==> config.mk <==
export PLATFORM = sky130hd
export DESIGN_NAME = phdiff_unwrap
export DESIGN_NICKNAME = d
export VERILOG_FILES = /design/src/rtl/phdiff_unwrap.sv
export SDC_FILE = /design/constraint.sdc
export NUM_CORES = 1
export LEC_CHECK = 0
export CAP_MARGIN = 15
export CORE_MARGIN = 2
export CORE_UTILIZATION = 70
export DETAILED_ROUTE_END_ITERATION = 7
export DONT_BUFFER_PORTS = 1
export GPL_TIMING_DRIVEN = 0
export PLACE_DENSITY_LB_ADDON = 0.25
export SYNTH_ARGS = -nofsm -noshare
export SYNTH_HDL_FRONTEND = slang
export SYNTH_SLANG_ARGS = --single-unit
export TNS_END_PERCENT = 30
==> constraint.sdc <==
create_clock -name clk -period 17.3 [get_ports clk]
set_clock_uncertainty 0.15 [all_clocks]
set_input_delay 3.46 -clock clk [delete_from_list [all_inputs] [get_ports clk]]
set_output_delay 3.46 -clock clk [all_outputs]
set_load 0.02 [all_outputs]
==> src/rtl/phdiff_unwrap.sv <==
// phdiff_unwrap: unwraps a modulo-2^pw phase difference, rejects implausible jumps as slips,
// and emits block averages of 2^navg accepted samples over a valid/ready handshake.
module phdiff_unwrap #(
    parameter int pw   = 13,
    parameter int ow   = 24,
    parameter int navg = 4
) (
    input  logic                 clk,
    input  logic                 rst_n,
    input  logic [pw-1:0]        ph_in,
    input  logic                 ph_stb,
    input  logic                 err_in,
    input  logic                 clr,
    output logic signed [ow-1:0] avg_out,
    output logic                 avg_valid,
    input  logic                 avg_ready,
    output logic [7:0]           slip_cnt,
    output logic [2:0]           status
);
    typedef enum logic {EMPTY, TRACK} state_t;

    localparam logic signed [pw-1:0] lim = pw'(2 ** (pw - 2));

    state_t                    state, state_nxt;
    logic [pw-1:0]             last;
    logic signed [ow-1:0]      unw, unw_nxt, result;
    logic signed [ow+navg-1:0] sum, sum_nxt;
    logic [navg-1:0]           cnt;
    logic signed [pw-1:0]      d;
    logic                      take, in_range, accept, slip, done;
    logic                      overrun, slip_seen, fault_seen;

    assign status = {overrun, slip_seen, fault_seen};

    always_comb begin
        d         = $signed(ph_in - last);
        in_range  = (d <= lim) && (d >= -lim);
        take      = ph_stb && !err_in;
        accept    = take && (state == EMPTY || in_range);
        slip      = take && state == TRACK && !in_range;
        unw_nxt   = state == EMPTY ? $signed(ow'(ph_in)) : unw + ow'(d);
        sum_nxt   = sum + (ow+navg)'(unw_nxt);
        done      = accept && &cnt;
        result    = ow'(sum_nxt >>> navg);
        state_nxt = err_in ? EMPTY : accept ? TRACK : state;
    end

    always_ff @(posedge clk or negedge rst_n) begin
        if (!rst_n) begin
            state      <= EMPTY;
            last       <= '0;
            unw        <= '0;
            sum        <= '0;
            cnt        <= '0;
            avg_out    <= '0;
            avg_valid  <= 1'b0;
            slip_cnt   <= '0;
            overrun    <= 1'b0;
            slip_seen  <= 1'b0;
            fault_seen <= 1'b0;
        end else begin
            state <= state_nxt;
            if (take)
                last <= ph_in;
            // A fault drops the partial average but leaves any pending result alone
            if (err_in) begin
                sum <= '0;
                cnt <= '0;
            end else if (accept) begin
                unw <= unw_nxt;
                sum <= done ? '0 : sum_nxt;
                cnt <= cnt + 1'b1;
            end
            if (done && (!avg_valid || avg_ready)) begin
                avg_out   <= result;
                avg_valid <= 1'b1;
            end else if (avg_valid && avg_ready) begin
                avg_valid <= 1'b0;
            end
            if (clr) begin
                slip_cnt   <= '0;
                overrun    <= 1'b0;
                slip_seen  <= 1'b0;
                fault_seen <= 1'b0;
            end else begin
                if (done && avg_valid && !avg_ready)
                    overrun <= 1'b1;
                if (slip)
                    slip_seen <= 1'b1;
                if (err_in)
                    fault_seen <= 1'b1;
                if (slip && slip_cnt != 8'hff)
                    slip_cnt <= slip_cnt + 1'b1;
            end
        end
    end
endmodule

==> results.toml <==
[status]
status = "finished, final reports clean"

[grt]
gr-total-overflow = 0
grt_pass1_vias = 5992
antenna_found_initial = 0
grt_start_max_net_pins = 107
grt_pass1_wl_um = 28800
grt_usage = 0.316

[clocking]
holdBufCountCts = 0
clock_latency_ps = 390
cts-buffers-inserted = 9
cts_root_buf = "clkbuf_8"
cts_tree = "built"
ctsResizeCount = 0
cts_max_level = 3
cts.clk_slew.worst_paths_ps = 110
cts.sink_count = 106
post_cts_buffers = 0
clk_path_buf_depth = 2

[synthesis]
ys_seq_elements = 106
synth_mux_area_frac = 0.0860
synth_compound_area_frac = 0.199
synthAdderAreaFrac = 0.116
syn_area_mm2 = 0.00752
ys_types = 73
yosys-top-cells-area = "dfrtp_1 (35%), ha_1 (11%), mux2_2 (4.8%), xnor2_1 (3.8%), a22o_1 (3.5%)"
synth_xor_area_frac = 0.0658
syn-num-nets = 865
synth.most_common_cell = "dfrtp_1"
synth_cells = 778
synth_edf_count = 0
ys.flop_type = "dfrtp_1"
synthSimpleGateAreaFrac = 0.138
synth-seq-area-share = 0.353
synth_top_family_by_area = "compound AO/OA/AOI/OAI gates"
yosys_warnings = 0
syn_avg_cell_area_um2 = 9.67
async_flop_share = 1.00
synth_top_area_frac = 0.353
synth_top_area_cell = "dfrtp_1"
yosys-top-cells-count = "dfrtp_1 (106), ha_1 (65), nor2_1 (59), nand2_1 (54), a21oi_1 (50)"

[placement]
dp.cells = 914
io_buffers = 0
place_congestion = 0.917
dp_slack_ps = 6520
dpl_cell_area_mm2 = 0.00769
dpl.hpwl_um = 13300

[hold_path]
hp-class = "reg2reg"

[critical_path]
cp-start-kind = "input port"
cp-end-kind = "register"
worst-setup-path-type = "in2reg"
cp_max_fo = 11
critPathArrivalTime_ps = 10650
cp.required_ps = 17420
critPathBufInv = 1
crit_family = "compound AO/OA/AOI/OAI gates"
slowest_delay_ps = 630
slowest_stage = "or4b_2"

[die]
die_y_um = 108
start_util = 0.726
dieArea_mm2 = 0.0116
ios = 55
die_w_um = 108
rows = 37
coreArea_mm2 = 0.0104

[timing]
rsz0062_at_grt = "no"
fin_tns_setup_ps = 0
fmax_ghz = 0.0950
worst_pin_slew_ps = 658
fin_crit_ps = 10530
hold_viol_final = 0
relSlewSlack = 0.558
final-setup-viol-count = 0
drv_slew = 0
fin_crit_sh = 0.609
setup_ws_ps = 6770

[detailed_routing]
finalWirelength_um = 17600
drtIter0Drc = 457
ant_nets = 0
dr.pass1.iters = 5
drt-wirelength-per-cell_um = 19.0
drc_errors = 0
vias = 6019
vias_per_cell = 6.48

[cells_and_area]
fillerInstances = 739
fin_cells = 929
nets = 876
syn2layout_area_growth_pct = 4.64
drive_gt1_frac = 0.105
seq_area_mm2 = 0.00265
final_area_mm2 = 0.00787
multiInputGateArea_mm2 = 0.00455
antenna_cells = 0

[job]
drv_cap = 0

[power]
leakage_nw = 3.86
power.density_mw_per_mm2 = 161
finalPower_w = 0.00127
vdd_drop_max_v = 0.000123
[report_power, final]
part	total [W]	internal (W)	switching, W
Sequential	0.000337	0.000301	0.0000359
Clock	0.000146	0.0000601	0.0000859
Combinational	0.000785	0.000335	0.000450
[path summary, 6_finish.rpt]
kind                                startpoint                       to  slack, ps  depth (start not counted)
max reg2reg                last[0]$_DFFE_PN0P_  avg_out[22]$_DFFE_PN0P_       9490                         26
max                                   ph_in[0]  avg_out[22]$_DFFE_PN0P_       6770                         27
min reg2reg                last[0]$_DFFE_PN0P_      last[0]$_DFFE_PN0P_        370                          2
min                        last[0]$_DFFE_PN0P_      last[0]$_DFFE_PN0P_        370                          2
max in group asynchronous                rst_n  avg_out[14]$_DFFE_PN0P_      14140                          0
min in group asynchronous                rst_n      last[5]$_DFFE_PN0P_       2600                          0
[through the flow]
step | utilization | hold slack, ps
detailed placement | 0.742 | 339
global route | 0.759 | 383
global placement | 0.742 | 319
floorplan | - | 304
finish | 0.759 | 368
CTS | 0.759 | 369
[layout make-up]
type | instances | area share
well taps | 136 | 0.0216
clock inverters | 3 | 0.00302
plain buffers | 29 | 0.0240
clock buffers | 12 | 0.0197
flip-flops and latches | 106 | 0.337
multi-input cells | 608 | 0.578
inverters | 35 | 0.0167
[worst reg2reg max path: cells and delay by family (launching register included)]
family,cells,cell delay (ps)
compound gates,11,3150
fa+ha+maj,4,1410
simple gates,10,2260
mux,1,310
flops,1,400
[cells by family after synthesis]
kind of cell / after synthesis
muxes: 54
adders and majority gates: 68
DFF: 106
and+or+nand+nor: 209
buffers and inverters: 64
AOI/OAI and AO/OA: 222
xor gates and xnor gates: 55
[cells in the final DEF, fill, tap and decap left out, types with 8 or more instances in the layout]
cell type,instances
mux2_1,10
xor2_1,21
and3_1,9
a21o_1,33
a21oi_1,50
nor2_1,59
ha_1,65
a31oi_1,9
a22o_1,30
clkbuf_1,14
inv_1,34
mux2_2,32
a211oi_1,9
mux2_4,10
nand2_1,54
xnor2_1,33
o21ai_0,46
and2_1,8
o21a_1,10
clkbuf_8,11
nor3_1,11
nand2b_1,14
buf_4,8
dfrtp_1,106
nand3_1,12
[layer usage]
metal  part of all wire  up-vias  global-route usage
li1                   -     2853                   -
met1               0.45     2930               0.423
met2               0.47      207               0.522
met3              0.059       29              0.0466
met4              0.026        0               0.116
met5                  0        -                   0
[state kept, by name (all words and copies together) (netlist names)]
name	cells
avg_out	24
avg_valid	1
cnt	4
fault_seen	1
last	13
overrun	1
slip_cnt	8
slip_seen	1
state	1
sum	28
unw	24
(Power assumes the default switching activity.)
